### config.mk
export PLATFORM = sky130hd
export DESIGN_NAME = mem_port_arbiter
export DESIGN_NICKNAME = d
export VERILOG_FILES = /design/src/rtl/mem_port_arbiter.sv
export SDC_FILE = /design/constraint.sdc
export NUM_CORES = 1
export LEC_CHECK = 0
export BUFFER_PORTS_ARGS = -buffer_cell sky130_fd_sc_hd__buf_2
export CAP_MARGIN = 20
export CORE_ASPECT_RATIO = 0.6
export CORE_MARGIN = 2
export CORE_UTILIZATION = 44
export CTS_BUF_LIST = sky130_fd_sc_hd__clkbuf_4 sky130_fd_sc_hd__clkbuf_8
export DETAILED_ROUTE_END_ITERATION = 16
export PLACE_DENSITY = 0.89
export SYNTH_ARGS = -nofsm -noshare
export SYNTH_HDL_FRONTEND = slang
export SYNTH_SLANG_ARGS = --single-unit
### constraint.sdc
create_clock -name clk -period 1.86 [get_ports clk]
set_clock_uncertainty 0.1 [all_clocks]
set_input_delay 0.372 -clock clk [delete_from_list [all_inputs] [get_ports clk]]
set_output_delay 0.372 -clock clk [all_outputs]
set_load 0.01 [all_outputs]
### src/rtl/mem_port_arbiter.sv
// rtl/mem_port_arbiter.sv - single-port fixed-latency memory arbiter/sequencer for fetch and data
module mem_port_arbiter #(
   parameter int unsigned MEM_LAT    = 2,
   parameter int unsigned STARVE_MAX = 4
) (
   input  logic        clk,
   input  logic        rst,
   input  logic        if_req,
   input  logic [31:0] if_addr,
   output logic        if_ack,
   output logic [31:0] if_rdata,
   input  logic        d_req,
   input  logic        d_we,
   input  logic [31:0] d_addr,
   input  logic [31:0] d_wdata,
   output logic        d_ack,
   output logic [31:0] d_rdata,
   output logic        m_en,
   output logic        m_we,
   output logic [31:0] m_addr,
   output logic [31:0] m_wdata,
   input  logic [31:0] m_rdata,
   output logic        stall_if,
   output logic        stall_mem,
   output logic        busy
);

   localparam logic [3:0] LAT_INIT   = 4'(MEM_LAT);
   localparam logic [3:0] STARVE_LIM = 4'(STARVE_MAX);

   typedef enum logic [1:0] {IDLE, CMD, WAIT, RESP} state_t;

   state_t     state;
   state_t     state_nxt;
   logic [3:0] cnt;
   logic [3:0] starve_cnt;
   logic       owner_d;     // 1 = data port owns the access in flight
   logic       if_vis;
   logic       d_vis;
   logic       pick_if;
   logic       grant;
   logic       resp_done;

   // Mask the current owner during its ack cycle, arbitrate, and choose the next state
   always_comb begin
      state_nxt = state;
      if_vis    = if_req & ~((state == RESP) & ~owner_d);
      d_vis     = d_req  & ~((state == RESP) &  owner_d);
      pick_if   = if_vis & (~d_vis | (starve_cnt == STARVE_LIM));
      grant     = ((state == IDLE) | (state == RESP)) & (if_vis | d_vis);
      resp_done = (state == WAIT) & (cnt == 4'd1);
      case (state)
         IDLE:    if (grant) state_nxt = CMD;
         CMD:     state_nxt = WAIT;
         WAIT:    if (resp_done) state_nxt = RESP;
         RESP:    state_nxt = grant ? CMD : IDLE;
         default: state_nxt = IDLE;
      endcase
   end

   // State register
   always_ff @(posedge clk or negedge rst) begin
      if (!rst) state <= IDLE;
      else      state <= state_nxt;
   end

   // Command strobe and latched command fields; the latches double as the memory command outputs
   always_ff @(posedge clk or negedge rst) begin
      if (!rst) begin
         m_en    <= 1'b0;
         m_we    <= 1'b0;
         m_addr  <= 32'd0;
         m_wdata <= 32'd0;
         owner_d <= 1'b0;
         busy    <= 1'b0;
      end else begin
         m_en <= grant;
         busy <= (state_nxt != IDLE);
         if (grant) begin
            owner_d <= ~pick_if;
            m_we    <= pick_if ? 1'b0 : d_we;
            m_addr  <= pick_if ? if_addr : d_addr;
            m_wdata <= pick_if ? 32'd0 : d_wdata;
         end
      end
   end

   // Latency counter and fetch starvation counter
   always_ff @(posedge clk or negedge rst) begin
      if (!rst) begin
         cnt        <= 4'd0;
         starve_cnt <= 4'd0;
      end else begin
         if (state == CMD)       cnt <= LAT_INIT;
         else if (state == WAIT) cnt <= cnt - 4'd1;
         if (grant) begin
            if (pick_if)                                starve_cnt <= 4'd0;
            else if (if_vis && starve_cnt < STARVE_LIM) starve_cnt <= starve_cnt + 4'd1;
         end
      end
   end

   // Capture the memory response into the owner's port and pulse its ack; stores leave d_rdata alone
   always_ff @(posedge clk or negedge rst) begin
      if (!rst) begin
         if_ack   <= 1'b0;
         d_ack    <= 1'b0;
         if_rdata <= 32'd0;
         d_rdata  <= 32'd0;
      end else begin
         if_ack <= resp_done & ~owner_d;
         d_ack  <= resp_done &  owner_d;
         if (resp_done && !owner_d)        if_rdata <= m_rdata;
         if (resp_done && owner_d && !m_we) d_rdata <= m_rdata;
      end
   end

   assign stall_if  = if_req & ~if_ack;
   assign stall_mem = d_req & ~d_ack;

endmodule

# Word level (Yosys, flattened, before mapping)
# Cells that the tools add are included.
[classes]
addsub = 2
order_cmp = 1
eq_ne = 5
n_mux = 11
bitwise = 21
n_reduce_logical = 11
[ops]
columns = ["cell", "n"]
rows = [
  ["32-bit two-way mux", 2],
  ["4-bit two-way mux", 4],
  ["1-bit AND", 11],
  ["2-bit one-hot mux with 4 select lines", 1],
  ["1-bit NOT", 7],
  ["2-bit nonzero test", 3],
  ["4-bit by 1-bit adder with 4-bit output, second input constant", 1],
  ["2-bit equality test, second input constant", 2],
  ["4-bit by 1-bit equality test with 1-bit output, second input constant", 1],
  ["4-bit by 3-bit equality test with 1-bit output, second input constant", 1],
  ["1-bit logical AND", 4],
  ["4-bit by 3-bit less-than comparator with 1-bit output, second input constant", 1],
  ["2-bit two-way mux", 2],
  ["4-bit by 1-bit subtractor with 4-bit output, second input constant", 1],
  ["1-bit OR", 3],
  ["2-bit by 1-bit equality test with 1-bit output, second input constant", 1],
  ["1-bit zero test", 2],
  ["2-bit zero test", 1],
  ["1-bit two-way mux", 2],
  ["2-bit AND reduction", 1],
]
[totals]
regBits = 144
in_bits = 133
word_cells = 64

# Logic depth before layout (Yosys ltp)
# Gate-level depths: netlist of run 1.
[depth]
depth_word = 9
ltp_mapped = 7

# Worst setup path after synthesis of run 1
# No wires, ideal clock.
[synth_path]
path_type = "reg-to-reg"
startpoint = "register state[0]"
endpoint = "register m_wdata[22]"
setup_ns = 0.066
arrival_ns = 1.749
required_ns = 1.694
slack_ns = -0.055
stages_incl_launch_ff = 8
period_less_slack_ns = 1.915
cell_sequence = "dfrtp_1 > inv_1 > ha_1 > inv_1 > o2111a_1 > clkbuf_1 > clkbuf_1 > a22o_1"
[synth_between]
elab_chain_len = 8
elab_cells_between_ends = 15
[synth_lines]
columns = ["element", "line_no", "rtl"]
rows = [
  ["start, declared", "33", "state_t state;"],
  ["start signal, assigned", "64", "else state <= state_nxt;"],
  ["2-bit equality test", "47, 48, 50", ""],
  ["1-bit AND", "48", "d_vis = d_req & ~((state == RESP) & owner_d);"],
  ["1-bit NOT", "48", ""],
  ["1-bit AND", "48", ""],
  ["1-bit NOT", "49", "pick_if = if_vis & (~d_vis | (starve_cnt == STARVE_LIM));"],
  ["1-bit OR", "49", ""],
  ["1-bit AND", "49", ""],
  ["32-bit two-way mux", "83", "m_wdata <= pick_if ? 32'd0 : d_wdata;"],
  ["end signal, assigned", "83", ""],
  ["end, declared", "21", "output logic [31:0] m_wdata,"],
]
# Parallel ways exist; a longest one is shown, timed or not.
# A chain may end at the register's enable or synchronous reset.

# Worst setup path after layout of run 1
[layout_path]
startpoint = "register state[0]"
endpoint = "register if_rdata[23]"
[layout_between]
elab_chain_len = 3
[layout_lines]
columns = ["element", "line_no", "rtl"]
rows = [
  ["2-bit equality test", "51", "resp_done = (state == WAIT) & (cnt == 4'd1);"],
  ["1-bit AND", "51", ""],
  ["1-bit logical AND", "113", "if (resp_done && !owner_d) if_rdata <= m_rdata;"],
  ["end signal, assigned", "113", ""],
  ["end, declared", "11", "output logic [31:0] if_rdata,"],
]
# No other way between the ends.

==> impl_metrics.env, run 1 <==
export IMPL_regArea_sq_um=3600
export IMPL_vias_per_cell=5.12
export IMPL_cp_startpoint="state[0]"
export IMPL_power_leakage_nw=4.28
export IMPL_wl_met3_mm=1.18
export IMPL_ys_seq_area_frac=0.612
export IMPL_seq_power_share=0.371
export IMPL_antenna_found_initial=0
export IMPL_grt_util_all_layers=0.217
export IMPL_dp_hpwl_mm=10.7
export IMPL_yosys_warnings=0
export IMPL_pwr_share_clk=0.158
export IMPL_slew_viol_final=0
export IMPL_dieArea_sq_um=14400
export IMPL_drv_cap=0
export IMPL_hold_viol=0
export IMPL_r2r_slack_ns=-0.04
export IMPL_swShare=0.391
export IMPL_syn_avg_cell_area_sq_um=12.8
export IMPL_core_sq_um=13000
export IMPL_ys_types=36
export IMPL_yosysMostFrequentCell="dfrtp_1"
export IMPL_fill_cells=951
export IMPL_vias=4794
export IMPL_ant_nets=0
export IMPL_combPwrFrac=0.471
export IMPL_hold_path_depth=2
export IMPL_start_util=0.454
export IMPL_rsz0062_at_grt="yes"
export IMPL_drive_above_1_share=0.560
export IMPL_fin_util=0.642
export IMPL_syn2layout_area_growth_pct=41.3
export IMPL_r2r_cells=7
export IMPL_worstReg2RegEnd="if_rdata[23]"
export IMPL_antenna_cells=0
export IMPL_synth_common_cells="dfrtp_1 (144), a21oi_1 (65), nor2_1 (39)"
export IMPL_syn_cell_area_sq_um=5890
export IMPL_clk_pin_slew_worst_paths_ns=0.09
export IMPL_die_w_um=153
export IMPL_fin_crit_sh=1.02
export IMPL_synth_top_area_frac=0.612
export IMPL_startpoint_type="flop"
export IMPL_pre_cts_ws_ns=-0.134
export IMPL_cts_buffers=17
export IMPL_grt_remaining_overflow=0
export IMPL_crit_path_end_kind="flop"
export IMPL_io_pins=268
export IMPL_syn_nets=601
export IMPL_cts_tree="yes"
export IMPL_clock_latency_ns=0.43
export IMPL_wl_mm=15.9
export IMPL_std_cell_rows=32
export IMPL_ir_worst_vdd_mv=1.05
export IMPL_wl_per_cell_um=17.0
export IMPL_async_reset_ff_frac=1.00
export IMPL_dieHeight_um=93.6
export IMPL_powerDensity_nw_per_um2=1780
export IMPL_setup_viol=25
export IMPL_r2r_start="state[0]"
export IMPL_synth_seq_cells=144
export IMPL_fin_crit_ns=1.90
export IMPL_netSwitchingPower_mw=5.80
export IMPL_placed_area_sq_um=7580
export IMPL_cts_htree_levels=4
export IMPL_setup_ws_ns=-0.0375
export IMPL_netlist_top_cells_area="dfrtp_1 (61%), mux2_4 (7.6%), mux2_2 (6.5%)"
export IMPL_worstPathArrival_ns=2.12
export IMPL_grt_max_degree=48
export IMPL_clockRootBuffer="clkbuf_8"
export IMPL_postSynthCellCount=460
export IMPL_portBuffers=267
export IMPL_ys_flop_type="dfrtp_1"
export IMPL_critPathMaxFanout=17
export IMPL_status="complete, but fails checks"
export IMPL_violations="setup timing"
export IMPL_fin_nets=895
export IMPL_setup_tns_ns=-0.379
export IMPL_clk_path_buf_depth=2
export IMPL_multiInputGateArea_sq_um=2310
export IMPL_first_pass_iters=4
export IMPL_worst_pin_slew_ns=0.357
export IMPL_place_gp_congestion=0.772
export IMPL_cp_endpoint="if_rdata[23]"
export IMPL_slew_headroom=0.762
export IMPL_maxUsedRoutingLayer="met4"
export IMPL_wl_met2_mm=7.45
export IMPL_grt_first_pass_wirelength_mm=24.0
export IMPL_yosys_area_top_type="dfrtp_1"
export IMPL_synth_edf_count=0
export IMPL_grt_pass1_vias=4695
export IMPL_wl_met1_mm=7.06
export IMPL_worst_ep_required_time_ns=2.08
export IMPL_fmax_ghz=0.527
export IMPL_cts_sinks=144
export IMPL_cell_internal_pwr_mw=9.05
export IMPL_hold_path_class="primary input to flop"
export IMPL_criticalPathCategory="flop to flop"
export IMPL_dr_first_iter_drc_count=311
export IMPL_drc_errors=0
export IMPL_final_cell_area_sq_um=8330
## critical path, cell delays in order, from the launching register on
cell,delay (ns)
dfrtp_1,0.40
inv_2,0.09
ha_4,0.15
nand4bb_4,0.11
buf_6,0.15
nor2_4,0.20
buf_12,0.21
mux2_2,0.35
## power groups by stage
| stage | clock network [mW] | registers (mW) | logic, mW |
|---|---|---|---|
| 6_report | 2.34 | 5.51 | 6.99 |
| 2_1_floorplan | 0 | 6.08 | 3.12 |
| 3_5_place_dp | 0 | 5.47 | 6.47 |
| 3_3_place_gp | 0 | 5.44 | 6.22 |
| 4_1_cts | 2.42 | 5.48 | 6.68 |
| 5_1_grt | 2.57 | 5.68 | 7.59 |
## cell usage in the layout (no fill, tap or decap), drive strengths merged, types with 2 or more instances in the layout
| cell | synthesis | routed |
|---|---|---|
| inv | 12 | 21 |
| dfrtp | 144 | 144 |
| o2bb2ai | 2 | 2 |
| ha | 8 | 8 |
| nor2 | 39 | 39 |
| clkbuf | 9 | 17 |
| a21oi | 65 | 65 |
| nand2 | 34 | 34 |
| clkinv | 0 | 5 |
| buf | 19 | 302 |
| nor2b | 3 | 3 |
| o2111ai | 2 | 2 |
| o211ai | 2 | 2 |
| o21ai | 3 | 3 |
| mux2 | 64 | 64 |
| nand2b | 2 | 2 |
| a22o | 35 | 35 |
| mux2i | 3 | 3 |
## how the worst min path moves through the flow
stage                     slack, ns          end        start
after floorplan               -0.02         busy          rst
after global placement         0.19   m_addr[22]          rst
after detailed placement       0.19   m_addr[22]          rst
after CTS                      0.01  m_wdata[22]  d_wdata[22]
after global routing           0.02  m_wdata[20]  d_wdata[20]
final                          0.05  m_wdata[22]  d_wdata[22]
## layer usage
metal  up-vias  GRT usage
met4         0     0.0642
met2       225      0.360
met3        21     0.0621
met5         -          0
met1      2347      0.281
li1       2201          -
## cell type report
cell class / count / area share
Clock buffer: 17 / 0.0281
Clock inverter: 14 / 0.0174
Inverter: 12 / 0.00541
Multi-Input combinational cell: 276 / 0.277
Sequential cell: 144 / 0.433
Tap cell: 170 / 0.0255
Timing Repair Buffer: 303 / 0.213
## state kept, by name, summed over array words and instances (netlist names)
| signal | count |
|---|---|
| m_wdata | 32 |
| busy | 1 |
| if_rdata | 32 |
| m_addr | 32 |
| owner_d | 1 |
| m_we | 1 |
| m_en | 1 |
| if_ack | 1 |
| state | 2 |
| cnt | 4 |
| starve_cnt | 4 |
| d_rdata | 32 |
| d_ack | 1 |
## what timing repair did
action                     CTS  global route
pin swaps                    2             1
hold buffers                 1             0
gates resized for setup     26            42
hold endpoints to repair    29             0
setup endpoints to repair  132           100
cloned                       5             0
setup buffers                2             2
## stage by stage
step                      hold WS [ns]  power (mW)  instances
after floorplan                -0.0236        9.20        460
after global placement           0.187        11.7        896
after detailed placement         0.188        11.9        896
after CTS                       0.0130        14.6        935
after global routing            0.0167        15.8        936
final                           0.0486        14.8        936
## cell families (layout without fill, tap and decap cells)
logic type      after synthesis  after routing  synth area share
compound gates              115            115             0.127
fa+ha+maj                     8              8            0.0170
buf+inv                      40            346            0.0325
flops                       144            144             0.612
mux                          67             67             0.147
simple gates                 86             86            0.0650
(Power assumes the default switching activity.)
==> inputs of run 2 (changes only) <==
--- a/config.mk
+++ b/config.mk
@@ -9,10 +9,10 @@
 export CAP_MARGIN = 20
 export CORE_ASPECT_RATIO = 0.6
 export CORE_MARGIN = 2
-export CORE_UTILIZATION = 44
+export CORE_UTILIZATION = 35
 export CTS_BUF_LIST = sky130_fd_sc_hd__clkbuf_4 sky130_fd_sc_hd__clkbuf_8
 export DETAILED_ROUTE_END_ITERATION = 16
-export PLACE_DENSITY = 0.89
+export PLACE_DENSITY = 0.75
 export SYNTH_ARGS = -nofsm -noshare
 export SYNTH_HDL_FRONTEND = slang
 export SYNTH_SLANG_ARGS = --single-unit
==> run 2 against run 1 <==
Net effect: the run still ends with setup timing left; fmax decreased by 0.37%; critical path depth decreased by 1; utilization decreased by 13 points; combinational power increased by 4.9%; first-iteration DRC count decreased by 12%; cell count increased by 6.3%; sequential cell count unchanged; die area increased by 25%; highest routed layer unchanged.
==> impl_metrics.env, run 2 (synthesis gave the netlist of run 1 again) <==
export IMPL_status="complete, but fails checks"
export IMPL_violations="setup timing"
export IMPL_hold_path_depth=2
export IMPL_powerDensity_nw_per_um2=1830
export IMPL_crit_buf_inv=2
export IMPL_cp_cell_sequence="inv_2 -> ha_4 -> nand4bb_4 -> or3_4 -> buf_12 -> mux2_4"
export IMPL_place_inst=949
export IMPL_slew_viol_final=0
export IMPL_dr_first_iter_drc_count=274
export IMPL_fin_cells=995
export IMPL_fin_util=0.517
export IMPL_fin_nets=895
export IMPL_die_w_um=172
export IMPL_wl_met3_mm=1.07
export IMPL_pre_cts_ws_ns=-0.170
export IMPL_start_util=0.360
export IMPL_hold_end="m_wdata[16]"
export IMPL_cts_sinks=144
export IMPL_final_common_cell="buf_2"
export IMPL_criticalPathCategory="flop to flop"
export IMPL_wl_met2_mm=7.82
export IMPL_antenna_cells=0
export IMPL_vias=4732
export IMPL_critPathMaxStageDelay_ns=0.44
export IMPL_worstReg2RegEnd="d_rdata[12]"
export IMPL_dp_hpwl_mm=11.1
export IMPL_ant_nets=0
export IMPL_ir_worst_vdd_mv=0.773
export IMPL_worstPathArrival_ns=2.12
export IMPL_slew_headroom=0.765
export IMPL_clock_latency_ns=0.42
export IMPL_maxUsedRoutingLayer="met4"
export IMPL_drive_above_1_share=0.557
export IMPL_crit_path_end_kind="flop"
export IMPL_cts_tree="yes"
export IMPL_dieHeight_um=105
export IMPL_syn2layout_area_growth_pct=43.3
export IMPL_fin_crit_sh=1.02
export IMPL_setup_ws_ns=-0.0446
export IMPL_grt_max_degree=49
export IMPL_critPathMaxFanout=8
export IMPL_min_from="d_wdata[16]"
export IMPL_hold_viol=0
export IMPL_drv_cap=0
export IMPL_io_pins=268
export IMPL_r2r_start="state[0]"
export IMPL_fmax_ghz=0.525
export IMPL_wl_mm=16.8
export IMPL_layout_common_cells="buf_2 (266), dfrtp_1 (144), a21oi_1 (51), nor2_1 (36), a22o_1 (35)"
export IMPL_wl_met1_mm=7.86
export IMPL_worst_pin_slew_ns=0.353
export IMPL_std_cell_rows=36
export IMPL_setup_tns_ns=-1.67
export IMPL_startpoint_type="flop"
export IMPL_clk_path_buf_depth=2
export IMPL_slowest_stage="or3_4"
export IMPL_vias_per_cell=4.76
export IMPL_clk_pin_slew_worst_paths_ns=0.09
export IMPL_worst_ep_required_time_ns=2.07
export IMPL_cts_buffers=17
export IMPL_power_leakage_nw=4.29
export IMPL_grt_first_pass_wirelength_mm=25.2
export IMPL_fin_crit_ns=1.90
export IMPL_place_gp_congestion=0.777
export IMPL_wl_per_cell_um=16.9
export IMPL_hold_path_class="primary input to flop"
export IMPL_first_pass_iters=4
export IMPL_portBuffers=267
export IMPL_setup_viol=70
export IMPL_core_sq_um=16400
export IMPL_dieArea_sq_um=17900
export IMPL_grt_remaining_overflow=0
export IMPL_r2r_slack_ns=-0.04
export IMPL_grt_util_all_layers=0.181
export IMPL_clockRootBuffer="clkbuf_8"
export IMPL_cp_top_family="simple AND/OR/NAND/NOR gates"
export IMPL_antenna_found_initial=0
export IMPL_r2r_cells=6
export IMPL_drc_errors=0
export IMPL_rsz0062_at_grt="yes"
export IMPL_grt_pass1_vias=4781
export IMPL_total_power_mw=15.4
export IMPL_cts_htree_levels=4
==> run 2: cell types whose count changed in the layout (fill, tap and decap cells not counted), moves of 3 or more <==
cell / change
mux2_2: +17
buf_12: +3
nor2_2: +3
inv_6: -3
mux2_4: -17
a21oi_2: -5
buf_6: -8
a21oi_1: +5
==> run 2: how the worst max path moves through the flow <==
stage	cells after the start	start	slack, ns	to
4_1_cts	6	state[0]	-0.05	d_rdata[12]
3_3_place_gp	6	state[0]	-0.11	d_rdata[21]
3_5_place_dp	6	state[0]	-0.17	d_rdata[12]
2_1_floorplan	7	state[0]	-0.05	d_rdata[10]
5_1_grt	9	state[0]	-0.10	m_addr[28]
6_report	6	state[0]	-0.04	d_rdata[12]
==> run 2: timing repair <==
| action | in CTS | in global routing |
|---|---|---|
| endpoints found under the setup margin | 132 | 132 |
| pin swaps | 5 | 4 |
| setup buffers | 3 | 3 |
| resized for setup | 28 | 18 |
| endpoints found under the hold margin | 30 | 0 |
| gates cloned | 6 | 2 |
| hold buffers | 1 | 0 |
==> run 2: power by group <==
group          switching, mW  internal (mW)  total [mW]
sequential             0.852           4.63        5.49
clock                   1.34           1.28        2.62
combinational           3.72           3.61        7.33
==> run 2: metrics by stage <==
step                      instance area [sq um]  hold WS [ns]
after floorplan                            5890       -0.0236
after global placement                     7640         0.185
after detailed placement                   7640         0.188
after CTS                                  8350       0.00810
after global routing                       8450       0.00212
final                                      8450        0.0469
==> run 2: area by class of cell <==
class / instances / area (sq um)
inverter: 12 / 52.6
multi-input combinational: 276 / 2220
sequential: 144 / 3600
clock inverter: 14 / 173
timing repair buffer: 303 / 1860
fill: 1405 / 7910
tap: 228 / 285
clock buffer: 18 / 248
==> run 2: metal layers <==
metal | vias up | GRT usage
li1 | 2212 | -
met1 | 2354 | 0.245
met2 | 160 | 0.288
met3 | 6 | 0.0457
met4 | 0 | 0.0472
met5 | - | 0
==> inputs of run 3 (changes only) <==
--- a/config.mk
+++ b/config.mk
@@ -7,12 +7,11 @@
 export LEC_CHECK = 0
 export BUFFER_PORTS_ARGS = -buffer_cell sky130_fd_sc_hd__buf_2
 export CAP_MARGIN = 20
-export CORE_ASPECT_RATIO = 0.6
 export CORE_MARGIN = 2
-export CORE_UTILIZATION = 35
+export CORE_UTILIZATION = 49
 export CTS_BUF_LIST = sky130_fd_sc_hd__clkbuf_4 sky130_fd_sc_hd__clkbuf_8
 export DETAILED_ROUTE_END_ITERATION = 16
-export PLACE_DENSITY = 0.75
+export PLACE_DENSITY = 0.93
 export SYNTH_ARGS = -nofsm -noshare
 export SYNTH_HDL_FRONTEND = slang
 export SYNTH_SLANG_ARGS = --single-unit
==> constraint.sdc (replaced) <==
create_clock -name clk -period 1.8 [get_ports clk]
set_clock_uncertainty 0.1 [all_clocks]
set_input_delay 0.36 -clock clk [delete_from_list [all_inputs] [get_ports clk]]
set_output_delay 0.36 -clock clk [all_outputs]
set_load 0.01 [all_outputs]
==> run 3 against run 2 <==
Net effect: the flow still finishes with violations (setup timing); sequential power increased by 4.2%; critical path depth increased by 2; critical path type unchanged; worst hold slack got worse by 0.0078 ns; design area grew 4.1%; utilization is 22 points higher; wire length is 3.2% higher; largest cell class unchanged; fmax increased by 0.38%.
==> impl_metrics.env, run 3 (synthesis gave the netlist of run 1 again) <==
export IMPL_cp_endpoint="m_addr[12]"
export IMPL_slew_headroom=0.783
export IMPL_worstReg2RegEnd="m_addr[12]"
export IMPL_cts_sinks=144
export IMPL_start_util=0.497
export IMPL_clock_latency_ns=0.43
export IMPL_status="complete, but fails checks"
export IMPL_grt_pass1_vias=4759
export IMPL_io_pins=268
export IMPL_placed_area_sq_um=7640
export IMPL_violations="setup timing"
export IMPL_regArea_sq_um=3600
export IMPL_die_w_um=114
export IMPL_worstPathArrival_ns=2.13
export IMPL_setup_viol=107
export IMPL_rsz0062_at_grt="yes"
export IMPL_fin_crit_sh=1.05
export IMPL_vias_per_cell=5.43
export IMPL_grt_remaining_overflow=0
export IMPL_grt_first_pass_wirelength_mm=24.1
export IMPL_cts_buffers=17
export IMPL_wl_mm=17.4
export IMPL_drive_above_1_share=0.591
export IMPL_antenna_cells=0
export IMPL_clockRootBuffer="clkbuf_8"
export IMPL_multiInputGateArea_sq_um=2380
export IMPL_powerDensity_nw_per_um2=1960
export IMPL_crit_path_end_kind="flop"
export IMPL_power_leakage_nw=4.46
export IMPL_total_power_mw=17.3
export IMPL_std_cell_rows=40
export IMPL_cp_cell_sequence="buf_4 -> ha_4 -> nand2b_4 -> o211ai_1 -> buf_4 -> clkbuf_16 -> nand2_1 -> a21oi_1"
export IMPL_antenna_found_initial=0
export IMPL_drc_errors=0
export IMPL_worst_ep_required_time_ns=2.04
export IMPL_slowest_stage="dfrtp_1"
export IMPL_fin_crit_ns=1.90
export IMPL_grt_util_all_layers=0.242
export IMPL_critPathMaxStageDelay_ns=0.40
export IMPL_r2r_slack_ns=-0.1
export IMPL_worst_pin_slew_ns=0.316
export IMPL_slew_viol_final=0
export IMPL_dieHeight_um=114
export IMPL_ir_worst_vdd_mv=1.08
export IMPL_dr_first_iter_drc_count=404
export IMPL_grt_max_degree=53
export IMPL_fin_nets=911
export IMPL_vias=5041
export IMPL_hold_viol=0
export IMPL_hold_path_class="primary input to flop"
export IMPL_path_common_cell="buf_4"
export IMPL_min_from="d_wdata[12]"
export IMPL_criticalPathCategory="flop to flop"
export IMPL_worst_path_stages=8
export IMPL_crit_buf_inv=3
export IMPL_r2r_start="state[0]"
export IMPL_first_pass_iters=5
export IMPL_drv_cap=0
export IMPL_fill_cells=736
export IMPL_place_gp_congestion=0.825
export IMPL_startpoint_type="flop"
export IMPL_fin_cells=929
export IMPL_core_sq_um=11900
export IMPL_critPathMaxFanout=8
export IMPL_syn2layout_area_growth_pct=49.2
export IMPL_portBuffers=267
export IMPL_pre_cts_ws_ns=-0.198
export IMPL_clk_pin_slew_worst_paths_ns=0.08
export IMPL_place_inst=877
export IMPL_cp_startpoint="state[0]"
export IMPL_ant_nets=0
export IMPL_hold_path_depth=2
export IMPL_layout_common_cells="buf_2 (266), dfrtp_1 (144), nor2_1 (38), a21oi_1 (35), a22o_1 (35)"
export IMPL_clk_path_buf_depth=2
export IMPL_wl_per_cell_um=18.7
export IMPL_r2r_cells=8
export IMPL_setup_ws_ns=-0.0974
export IMPL_cts_htree_levels=4
export IMPL_cp_top_family="buffers and inverters"
export IMPL_dp_hpwl_mm=10.9
export IMPL_final_common_cell="buf_2"
export IMPL_final_cell_area_sq_um=8790
export IMPL_cts_tree="yes"
export IMPL_whs_ns=0.0391
export IMPL_dieArea_sq_um=12900
export IMPL_fmax_ghz=0.527
## run 3: final cells by class
cell class,instances,area share
clock buffer,21,0.0314
clock inverter,10,0.0208
inverter,12,0.00655
multi-input combinational,277,0.270
sequential,144,0.410
tap,147,0.0209
timing repair buffer,318,0.240
## run 3: through the flow
stage / TNS (ns) / utilization
2_1_floorplan: -5.29 / -
3_3_place_gp: -8.72 / 0.644
3_5_place_dp: -14.22 / 0.644
4_1_cts: -3.24 / 0.707
5_1_grt: -10.54 / 0.741
6_report: -4.45 / 0.741
## run 3: how the worst min path moves through the flow
stage | end | slack [ns]
6_report | m_wdata[12] | 0.04
5_1_grt | m_wdata[27] | 0.02
4_1_cts | m_wdata[20] | 0.009
3_5_place_dp | m_addr[0] | 0.12
3_3_place_gp | m_addr[0] | 0.12
2_1_floorplan | busy | -0.04
## run 3: timing repair
| item | in CTS | in global routing |
|---|---|---|
| endpoints found under the setup margin | 134 | 132 |
| hold buffers | 1 | 0 |
| cloned | 4 | 11 |
| pin swaps | 5 | 27 |
| gates resized for setup | 35 | 39 |
| setup buffers | 1 | 4 |
| hold endpoints to repair | 117 | 0 |
## run 3: metal layers
layer | routed length, um | part of all wire | vias up | GRT usage
li1 | - | - | 2259 | -
met1 | 6930 | 0.40 | 2475 | 0.297
met2 | 8810 | 0.51 | 276 | 0.416
met3 | 1330 | 0.076 | 31 | 0.0659
met4 | 315 | 0.018 | 0 | 0.0837
met5 | 0 | 0 | - | 0
## run 3: power breakdown
group | internal, mW | total, mW | switching [mW]
clock network | 1.75 | 2.93 | 1.18
logic | 4.41 | 8.63 | 4.23
registers | 4.79 | 5.72 | 0.924
total | 10.9 | 17.3 | 6.33
